$ cat config.mk
export PLATFORM = sky130hd
export DESIGN_NAME = and_tree_bist
export DESIGN_NICKNAME = d
export VERILOG_FILES = /design/src/rtl/bist_pkg.sv /design/src/rtl/bist_lfsr.sv /design/src/rtl/and_tree_bist.sv
export SDC_FILE = /design/constraint.sdc
export NUM_CORES = 1
export LEC_CHECK = 0
export CORE_MARGIN = 2
export CORE_UTILIZATION = 53
export CTS_BUF_LIST = sky130_fd_sc_hd__clkbuf_16
export DETAILED_ROUTE_END_ITERATION = 6
export PLACE_DENSITY = 0.79
export RECOVER_POWER = 25
export SLEW_MARGIN = 20
export SYNTH_ARGS = -nofsm -noshare
export SYNTH_HDL_FRONTEND = slang
export SYNTH_SLANG_ARGS = --single-unit
$ cat constraint.sdc
create_clock -name clk -period 2.3 [get_ports clk]
set_clock_uncertainty 0.2 [all_clocks]
set_input_delay 0.23 -clock clk [delete_from_list [all_inputs] [get_ports clk]]
set_output_delay 0.23 -clock clk [all_outputs]
set_load 0.01 [all_outputs]
$ cat src/rtl/bist_pkg.sv
// Shared types and constants for the AND-tree BIST controller.
// Optional feature macro: BIST_DIRECTED_EN (adds the directed-pattern state).
package bist_pkg;

   typedef enum logic [2:0] {
      IDLE     = 3'd0,
      LOAD     = 3'd1,
`ifdef BIST_DIRECTED_EN
      DIRECTED = 3'd2,
`endif
      RANDOM   = 3'd3,
      DONE     = 3'd4
   } state_e;

   localparam logic [15:0] CRC_POLY       = 16'h1021;
   localparam logic [15:0] DEF_LFSR_SEED  = 16'hACE1;
   localparam logic [15:0] DEF_LFSR_TAPS  = 16'hB400;
   localparam int          FAIL_CNT_W     = 16;

   // One CRC-16 step: shift the signature left, fold in one response bit.
   function automatic logic [15:0] crc16_step(input logic [15:0] sig, input logic bit_in);
      return {sig[14:0], 1'b0} ^ ((sig[15] ^ bit_in) ? CRC_POLY : 16'h0000);
   endfunction

endpackage

$ cat src/rtl/bist_lfsr.sv
// Galois LFSR with synchronous load and step enable.
// next_value is the state one step ahead, so the owner can register it
// into its pattern output on the same edge the LFSR advances.
module bist_lfsr #(
   parameter int           W    = 16,
   parameter logic [W-1:0] SEED = W'(16'hACE1),
   parameter logic [W-1:0] TAPS = W'(16'hB400)
) (
   input  logic         clk,
   input  logic         rst_n,
   input  logic         load,
   input  logic         en,
   output logic [W-1:0] next_value
);

   logic [W-1:0] value;

   assign next_value = (value >> 1) ^ (value[0] ? TAPS : '0);

   // Load takes priority over stepping; otherwise hold.
   always_ff @(posedge clk or negedge rst_n) begin
      if (!rst_n)
         value <= '0;
      else if (load)
         value <= SEED;
      else if (en)
         value <= next_value;
   end

endmodule

$ cat src/rtl/and_tree_bist.sv
// BIST controller for a 16-input AND-tree: drives patterns onto cut_in,
// compares cut_out with the AND-reduction of the applied pattern, counts
// mismatches, records the first failing pattern and folds every response
// into a CRC-16 signature.
// Optional feature macro: BIST_DIRECTED_EN (all-ones + walking-zero
// patterns applied before the pseudo-random phase).
module and_tree_bist
   import bist_pkg::*;
#(
   parameter int              N_IN      = 16,
   parameter int              NUM_PAT   = 1024,
   parameter logic [N_IN-1:0] LFSR_SEED = N_IN'(DEF_LFSR_SEED),
   parameter logic [N_IN-1:0] LFSR_TAPS = N_IN'(DEF_LFSR_TAPS)
) (
   input  logic                  clk,
   input  logic                  rst_n,
   input  logic                  start,
   output logic                  busy,
   output logic                  done,
   output logic                  pass,
   output logic [N_IN-1:0]       cut_in,
   input  logic                  cut_out,
   output logic [FAIL_CNT_W-1:0] fail_cnt,
   output logic                  first_fail_valid,
   output logic [N_IN-1:0]       first_fail_pat,
   output logic [15:0]           signature
);

   localparam int              CNT_W    = (NUM_PAT > 1) ? $clog2(NUM_PAT) : 1;
   localparam logic [CNT_W-1:0] LAST_PAT = CNT_W'(NUM_PAT - 1);

`ifdef BIST_DIRECTED_EN
   localparam int              DIR_W    = $clog2(N_IN + 1);
   localparam logic [DIR_W-1:0] DIR_LAST = DIR_W'(N_IN);
   logic [DIR_W-1:0] dir_cnt;
`endif

   state_e           state;
   logic [CNT_W-1:0] pat_cnt;
   logic [N_IN-1:0]  lfsr_next;
   logic             checking;
   logic             mismatch;

   // Random-phase invariant: the LFSR state equals cut_in, so cut_in
   // advances to lfsr_next on the same edge the LFSR steps.
   bist_lfsr #(
      .W    (N_IN),
      .SEED (LFSR_SEED),
      .TAPS (LFSR_TAPS)
   ) u_lfsr (
      .clk        (clk),
      .rst_n      (rst_n),
      .load       (state == LOAD),
      .en         (state == RANDOM),
      .next_value (lfsr_next)
   );

`ifdef BIST_DIRECTED_EN
   assign checking = (state == RANDOM) || (state == DIRECTED);
`else
   assign checking = (state == RANDOM);
`endif

   assign mismatch = checking && (cut_out != (&cut_in));
   assign busy     = checking || (state == LOAD);
   assign done     = (state == DONE);
   assign pass     = done && (fail_cnt == '0);

   // Run sequencing and the registered pattern bus.
   always_ff @(posedge clk or negedge rst_n) begin
      if (!rst_n) begin
         state   <= IDLE;
         pat_cnt <= '0;
         cut_in  <= '0;
`ifdef BIST_DIRECTED_EN
         dir_cnt <= '0;
`endif
      end else begin
         case (state)
            IDLE, DONE: begin
               if (start)
                  state <= LOAD;
            end
            LOAD: begin
               pat_cnt <= '0;
`ifdef BIST_DIRECTED_EN
               dir_cnt <= '0;
               cut_in  <= '1;
               state   <= DIRECTED;
`else
               cut_in  <= LFSR_SEED;
               state   <= RANDOM;
`endif
            end
`ifdef BIST_DIRECTED_EN
            DIRECTED: begin
               if (dir_cnt == DIR_LAST) begin
                  // LFSR was held at the seed throughout the directed phase.
                  cut_in <= LFSR_SEED;
                  state  <= RANDOM;
               end else begin
                  cut_in  <= ~(N_IN'(1) << dir_cnt);
                  dir_cnt <= dir_cnt + 1'b1;
               end
            end
`endif
            RANDOM: begin
               if (pat_cnt == LAST_PAT) begin
                  cut_in <= '0;
                  state  <= DONE;
               end else begin
                  cut_in  <= lfsr_next;
                  pat_cnt <= pat_cnt + 1'b1;
               end
            end
            default: begin
               cut_in <= '0;
               state  <= IDLE;
            end
         endcase
      end
   end

   // Result accumulation: cleared while leaving LOAD, updated once per pattern.
   always_ff @(posedge clk or negedge rst_n) begin
      if (!rst_n) begin
         fail_cnt         <= '0;
         first_fail_valid <= 1'b0;
         first_fail_pat   <= '0;
         signature        <= '0;
      end else if (state == LOAD) begin
         fail_cnt         <= '0;
         first_fail_valid <= 1'b0;
         first_fail_pat   <= '0;
         signature        <= '0;
      end else if (checking) begin
         signature <= crc16_step(signature, cut_out);
         if (mismatch) begin
            if (fail_cnt != '1)
               fail_cnt <= fail_cnt + 1'b1;
            if (!first_fail_valid) begin
               first_fail_valid <= 1'b1;
               first_fail_pat   <= cut_in;
            end
         end
      end
   end

endmodule
==> Word level (Yosys, flattened, before mapping) <==
Cells that the tools add are included.
{ "classes": {"addsub": 2, "n_mul": 0, "n_div": 0, "magnitude_cmp": 0, "eq_ne": 10, "n_shift": 0, "n_mux": 24, "n_bitwise": 3, "n_reduce_logical": 15} }
{ "ops": {"columns": ["operator", "count"], "rows": [
  ["two-way mux 16 bit", 14],
  ["one-hot mux 16 bit (3 select lines)", 1],
  ["one-hot mux 10 bit (2 select lines)", 1],
  ["adder 16 x 1 -> 16 bit (second input constant)", 1],
  ["logical NOT 16 bit", 1],
  ["!= test 16 bit (second input constant)", 1],
  ["AND reduction 16 bit", 1],
  ["XOR 15 x 16 -> 16 bit", 1],
  ["XOR 16 x 13 -> 16 bit", 1],
  ["two-way mux 13 bit", 1],
  ["adder 10 x 1 -> 10 bit (second input constant)", 1],
  ["equality test 10 bit (second input constant)", 1],
  ["two-way mux 10 bit", 1],
  ["one-hot mux 3 bit (3 select lines)", 1],
  ["two-way mux 3 bit", 2],
  ["AND reduction 2 bit", 3],
  ["AND reduction 3 bit", 2],
  ["nonzero test 2 bit", 3],
  ["!= test 2 x 1 -> 1 bit (second input constant)", 2],
  ["!= test 2 bit (second input constant)", 2],
  ["equality test 3 x 1 -> 1 bit (second input constant)", 1],
  ["equality test 3 x 2 -> 1 bit (second input constant)", 1],
  ["equality test 3 bit (second input constant)", 1],
  ["logical NOT 3 bit", 1],
  ["6 further kinds", 9]
]} }
{ "word_totals": {"reg_bits": 94, "latchBits": 0, "mem_bits_rw": 0, "mem_bits_ro": 0, "in_bits": 4, "out_inout_bits": 68, "memories": 0} }

==> Logic depth before layout (Yosys ltp) <==
{ "logic_depth": {"ltp_word": 6, "depth_mapped": 8} }

==> Hierarchy <==
Synthesis repeated with hierarchy kept, for this count alone.
{ "hier_totals": {"hier_cells": 416, "area_unflattened_um2": 4473.0} }
{ "by_module_without_submodules": {"columns": ["module", "instances", "cells_per_inst", "area_per_inst_um2", "seq_area_each_um2"], "rows": [
  ["and_tree_bist", 1, 344, 3647.2, 1951.9],
  ["bist_lfsr", 1, 72, 825.8, 400.4]
]} }

==> Worst setup path before layout <==
No wires, ideal clock.
{ "synth_path": {"kind": "register to register", "from": "register fail_cnt[0]", "to": "register fail_cnt[5]", "setup_time_ns": 0.079, "arrival_ns": 1.843, "slack_ns": 0.177, "stages_incl_launch_ff": 9, "path_buffers": 2, "path_cell_list": "dfrtp_1 ha_1 nand2_1 or3_1 clkbuf_1 nor2_1 buf_2 nor4_1 mux2i_1"} }
{ "synth_via": {"elab_chain_len": 5} }
{ "synth_lines": {"columns": ["element", "line", "source"], "rows": [
  ["start: declaration", "and_tree_bist.sv:23", "output logic [FAIL_CNT_W-1:0] fail_cnt,"],
  ["start signal: assignment", "and_tree_bist.sv:140", "fail_cnt <= fail_cnt + 1'b1;"],
  ["adder 16 x 1 -> 16 bit", "and_tree_bist.sv:140", null],
  ["two-way mux 16 bit", "and_tree_bist.sv:139", "if (fail_cnt != '1)"],
  ["two-way mux 16 bit", "and_tree_bist.sv:138", "if (mismatch) begin"],
  ["two-way mux 16 bit", "and_tree_bist.sv:136", "end else if (checking) begin"],
  ["two-way mux 16 bit", "and_tree_bist.sv:131", "end else if (state == LOAD) begin"]
]} }
Parallel ways exist; a longest one is shown, timed or not. The select of a mux whose other input is x is not followed.
A chain may end at the register's enable or synchronous reset.

==> Worst setup path after layout <==
{ "layout_path": {"from": "register fail_cnt[7]", "to": "output port pass"} }
{ "layout_via": {"elab_chain_len": 2} }
{ "layout_lines": {"columns": ["element", "line", "source"], "rows": [
  ["logical NOT 16 bit", "and_tree_bist.sv:67", "assign pass = done && (fail_cnt == '0);"],
  ["logical AND 1 bit", "and_tree_bist.sv:67", null],
  ["end: declaration", "and_tree_bist.sv:20", "output logic pass,"]
]} }
No other way between the ends.

==> summary.txt <==
Synthesis
  • Simple-Gate Fraction of Synth Area: 15.5%
  • Syn_nets: 388
  • Number of synthesized flops with an enable pin: 0
  • Adder-cell share of the synthesized area: 0.902%
  • Cell taking the most area after synthesis: dfrtp_1
  • Mapped Area: 4160 µm²
  • Post-synthesis mux area share: 6.17%
  • Post-Synthesis Cells: 381
  • Async SR Flop Fraction: 100%
  • Top-area cell type share of the netlist area: 56.5%
  • Seq cells post-synth: 94
  • Main combinational cell family by area after synthesis: simple AND/OR/NAND/NOR gates
  • Compound-cell area share of the yosys netlist: 14.7%
  • Dominant synthesized flop cell: dfrtp_1
  • XOR/XNOR share of the synthesized area: 1.68%
  • Synth area leaders: dfrtp_1 57%, a22o_1 5.7%, mux2i_1 5.3%
  • Sequential fraction of the synthesis area: 56.5%
  • Avg Cell Area, Syn: 10.9 µm²
  • Synthesis Warnings: 0
  • Synth cell types: 45

Floorplanning
  • Die Width: 92.6 µm
  • # IOs: 72
  • CORE AREA: 7650 µm²
  • Starting density of the core: 54.4%
  • Chip height: 92.6 µm
  • Row count: 32
  • Full die area: 8570 µm²

STA
  • Min cycle time layout: 2.27 ns
  • Slew @ Worst Pin: 1.24 ns
  • Max_slew headroom: 17.2%
  • Final-report max-slew violation count: 0
  • Setup slack after layout: 0.0278 ns
  • Final period util: 98.8%
  • Hold Fails Final Rpt: 0
  • Final setup violating endpoints: 0
  • Worst hold margin: 0.316 ns
  • Fmax: 440 MHz

GRT
  • All-Layer GR Usage: 25.6%
  • First-pass GRT wire length: 17,100 µm
  • Initial antenna violation count: 0
  • GRT overflow: 0
  • Vias in the first global route: 3,455
  • Largest net degree at the start of global routing: 50

Power and ir drop
  • P per Cell Area: 1160 nW/µm²
  • Leak Pwr: 2.46 nW
  • Maximum vdd drop: 0.000613 V

Final layout
  • Inserted Diodes: 0
  • Layout cells sized above 1: 13.3%
  • Layout area overhead: 33.7%
  • Nets: 489
  • Most frequent cells in the layout: 94 x dfrtp_1, 69 x clkdlybuf4s50_1, 41 x nand2_1, 36 x buf_4, 27 x a22o_1
  • Most common cell after layout, fill and taps aside: dfrtp_1

CTS
  • Worst-Skew Late Latency: 0.34 ns
  • Clock slew at reported path FFs: 0.06 ns
  • H-tree depth: 3
  • Number of clock sinks: 94
  • Number of buffers created by CTS: 9
  • CTS tree: built
  • Bufs on Longest Clock Path: 2
  • Root Driver: clkbuf_16

Critical path
  • Critical Setup Path Class: flop to output pin
  • Setup crit end kind: output pin
  • Startpoint types: flop
  • CP max stage delay: 0.56 ns
  • Worst path cell trace: or4_1 > nor4_1 > dlygate4sd1_1
  • Cell class contributing the biggest share of worst-path delay: simple AND/OR/NAND/NOR gates
  • Slowest stage cell, crit path: or4_1
  • Crit-path max FO: 2
  • Crit path DAT: 1.84 ns
  • Req. time, crit path: 1.87 ns
  • Worst path bufs/invs: 1
  • Worst reg2reg setup slack: 0.03 ns

Job
  • Max-cap violations: 0

Placement
  • Input/output buffers: 71
  • DP Worst Slack: -0.111 ns
  • Dpl hpwl: 6880 µm
  • Placer Congestion: 0.885

Detailed routing
  • Detailed-route via count: 3,491
  • DRC violations left: 0
  • Routed Antenna Nets: 0
  • Via-per-instance ratio: 5.93
  • DR WL/cell: 17.4 µm
  • Initial DRC Count: 258
  • DRT Pass-1 Iters: 4
  • Total Routed Length: 10,300 µm

Outcome
  • Outcome: finished clean

Min path
  • Worst Hold Class: input pin to flop
## cell type report
class | instances | area [µm²]
multi-input cells | 242 | 1650
clock inverters | 7 | 93.8
fillers | 520 | 2080
flip-flops and latches | 94 | 2350
inverters | 24 | 90.1
repair buffers | 111 | 1020
clock buffers | 9 | 225
well taps | 102 | 128
## registers in the layout (all words and copies together) (netlist names)
name,count
fail_cnt,16
state,3
pat_cnt,10
cut_in,16
first_fail_valid,1
u_lfsr.value,16
first_fail_pat,16
signature,16
## routing by layer
| layer | up-vias | share of wire (%) | global-route usage, % |
|---|---|---|---|
| met5 | - | 0 | 0 |
| li1 | 1588 | - | - |
| met2 | 132 | 49 | 40.0 |
| met1 | 1759 | 44 | 36.5 |
| met4 | 0 | 1.6 | 8.21 |
| met3 | 12 | 5.4 | 5.13 |
## worst paths after layout
| path | start | to | cells past startpoint |
|---|---|---|---|
| max | fail_cnt[7]$_DFFE_PN0P_ | pass | 3 |
| min | start | state[2]$_DFFE_PN0P_ | 2 |
| max reg2reg | cut_in[13]$_DFFE_PN0N_ | fail_cnt[12]$_DFFE_PN0P_ | 6 |
| min reg2reg | signature[12]$_DFFE_PN0P_ | signature[12]$_DFFE_PN0P_ | 2 |
| max in group asynchronous | rst_n | u_lfsr.value[14]$_DFFE_PN0P_ | 3 |
| min in group asynchronous | rst_n | signature[3]$_DFFE_PN0P_ | 2 |
## timing repair
action / CTS / global route
pin swaps: 0 / 2
endpoints found under the hold margin: 47 / 0
hold buffers: 1 / 0
cloned: 0 / 1
endpoints found under the setup margin: 17 / 5
buffers inserted: 0 / 1
gates resized for setup: 3 / 7
## stage by stage
stage / setup TNS [ns] / std cells / cell area (µm²) / total power, mW / util (%)
final: 0 / 589 / 5560 / 6.46 / 72.7
after global routing: -0.0293 / 589 / 5560 / 6.84 / 72.7
after CTS: 0 / 587 / 5530 / 6.47 / 72.3
after detailed placement: -1.48 / 570 / 5190 / 4.85 / 67.9
after global placement: -0.647 / 570 / 5190 / 4.75 / 67.9
after floorplan: 0 / 381 / 4160 / 3.62 / -
## synthesized netlist by cell type (2+ instances only)
library cell  number
dfrtp_1           94
nand2_1           41
a22o_1            27
inv_1             23
mux2i_1           22
nand3_1           18
clkbuf_1          17
nor2_1            16
o21ai_0           14
a21oi_1           12
nand4_1            8
or4_1              8
a221o_1            7
o22a_1             7
xor2_1             6
nor3_1             5
nor4_1             5
and3_1             4
o211ai_1           4
o31ai_1            4
or3_1              4
and2_1             3
ha_1               3
nand2b_1           3
buf_2              2
buf_6              2
mux2_2             2
or2_2              2
xnor2_1            2
## cells by family after synthesis
logic type | count (synthesis)
AO/OA/AOI/OAI | 82
XOR/XNOR | 8
adder cells (fa/ha/maj) | 3
buffers and inverters | 45
flip-flops | 94
multiplexers | 25
AND/OR/NAND/NOR | 124
## where the power goes
part	internal, mW	switching [mW]
Combinational	1.18	1.25
Clock	0.956	0.627
Sequential	2.09	0.346
Total	4.23	2.23
No activity file was read; power rests on OpenSTA's default activity.
==> patch: new RTL, same flow settings <==
Register the inputs `start` and `cut_out` before use. The logic sees them one clock later.
--- a/src/rtl/and_tree_bist.sv
+++ b/src/rtl/and_tree_bist.sv
@@ -29,4 +29,12 @@
    localparam int              CNT_W    = (NUM_PAT > 1) ? $clog2(NUM_PAT) : 1;
    localparam logic [CNT_W-1:0] LAST_PAT = CNT_W'(NUM_PAT - 1);
+
+   logic start_q;
+   logic cut_out_q;
+
+   always_ff @(posedge clk) begin
+      start_q   <= start;
+      cut_out_q <= cut_out;
+   end
 
 `ifdef BIST_DIRECTED_EN
@@ -62,5 +70,5 @@
 `endif
 
-   assign mismatch = checking && (cut_out != (&cut_in));
+   assign mismatch = checking && (cut_out_q != (&cut_in));
    assign busy     = checking || (state == LOAD);
    assign done     = (state == DONE);
@@ -79,5 +87,5 @@
          case (state)
             IDLE, DONE: begin
-               if (start)
+               if (start_q)
                   state <= LOAD;
             end
@@ -135,5 +143,5 @@
          signature        <= '0;
       end else if (checking) begin
-         signature <= crc16_step(signature, cut_out);
+         signature <= crc16_step(signature, cut_out_q);
          if (mismatch) begin
             if (fail_cnt != '1)
Check against the original RTL: not equivalent (Yosys sat finds a counterexample within 4 cycles, from zero or initial values and one cycle with rst_n low).
==> patch against the unedited design <==
Sequential cell count rose by 2; sequential power rose by 2%; maximum frequency is 1.1% higher; area after synthesis is 0.30% lower; design area decreased by 1.1%; setup slack improved by 0.024 ns; wire length rose by 0.79%; power grew 1.5%; worst hold slack got worse by 0.059 ns; non-clock buffer count shrank 2; die area down 0.28%.
==> patch: results (changes against the unedited design) <==
## Power
* Psw: 2.38 mW, +6.8%
* main power-consuming group: combinational logic

## Route
* routed metal-1 wire length: 4600 µm, +1.1%
* DR WL met3: 522 µm, -5.3%
* number of violations reported at the end of detailed-routing iteration 0: 243, -5.8%
* Avg WL per Cell: 17.1 µm, -1.6%

## Run status
* run status: completed

## Worst setup path
* critical path type: flop to flop
* R2R Path End: fail_cnt[14]

## Global route
* largest net degree at the start of global routing: 41, -18%
* met2 demand-to-capacity share in global routing: 0.395, -0.00487

## Yosys
* mux share of post-synthesis cell area: 0.0196, -0.0420
* top cells by count, synth: dfrtp_1, nand2_1, nand3_1
* share of async-settable or async-resettable flops after synthesis: 0.979, -0.0208
* share of the synthesized area in compound gates (AO/OA/AOI/OAI): 0.155, +0.00799
* average instance area after synthesis: 10.4 µm², -4.6%
* adder-cell share of the synthesized area: 0.00905, +0.0000272
* parity-gate share of the synthesized area counting xor and xnor cells: 0.0275, +0.0106

## Clock tree
* CTS sink cnt: 96, +2.1%

## Placed design
* Placement Cell Area: 5140 µm², -1.0%
* number of placed instances, taps included: 580, +1.8%

## Final layout
* final design area excluding fillers: 5500 µm², -1.1%
* Layout Nets: 503, +2.9%
* count of buffers not belonging to the clock network in the layout: 109, -1.8%
* count of inverters other than clock inverters in the layout: 7, -71%
* multi-input logic cell count: 273, +13%
* non-filler cells in the finished layout: 603, +2.4%

## Min path
* hold worst-path end: cut_out_q

## STA
* final-layout worst hold slack: 0.257 ns, -0.0587 ns

-- patch: cell count changes in the layout (fill, tap and decap cells not counted), moves of 6 or more --
cell	delta
a21oi_1	+7
inv_1	-16
a221o_1	-7
nand4_1	+6
nand3_1	+12
mux2i_1	-16
nor2_1	+11
nand2_1	+6
or4_1	-6
o21ai_0	+15
-- patch: kinds of logic after synthesis --
group,count (synthesis)
DFF,96
adders and majority gates,3
and+or+nand+nor,153
xor gates and xnor gates,13
muxes,8
AOI/OAI and AO/OA,96
buffers and inverters,29
-- patch: critical path, cell delays in order, from the launching register on --
cell and delay, ns:
dfrtp_1 0.40, nand4_1 0.17, nor4_4 0.40, mux2i_2 0.15, buf_6 0.17, or4_1 0.51, a21oi_1 0.16
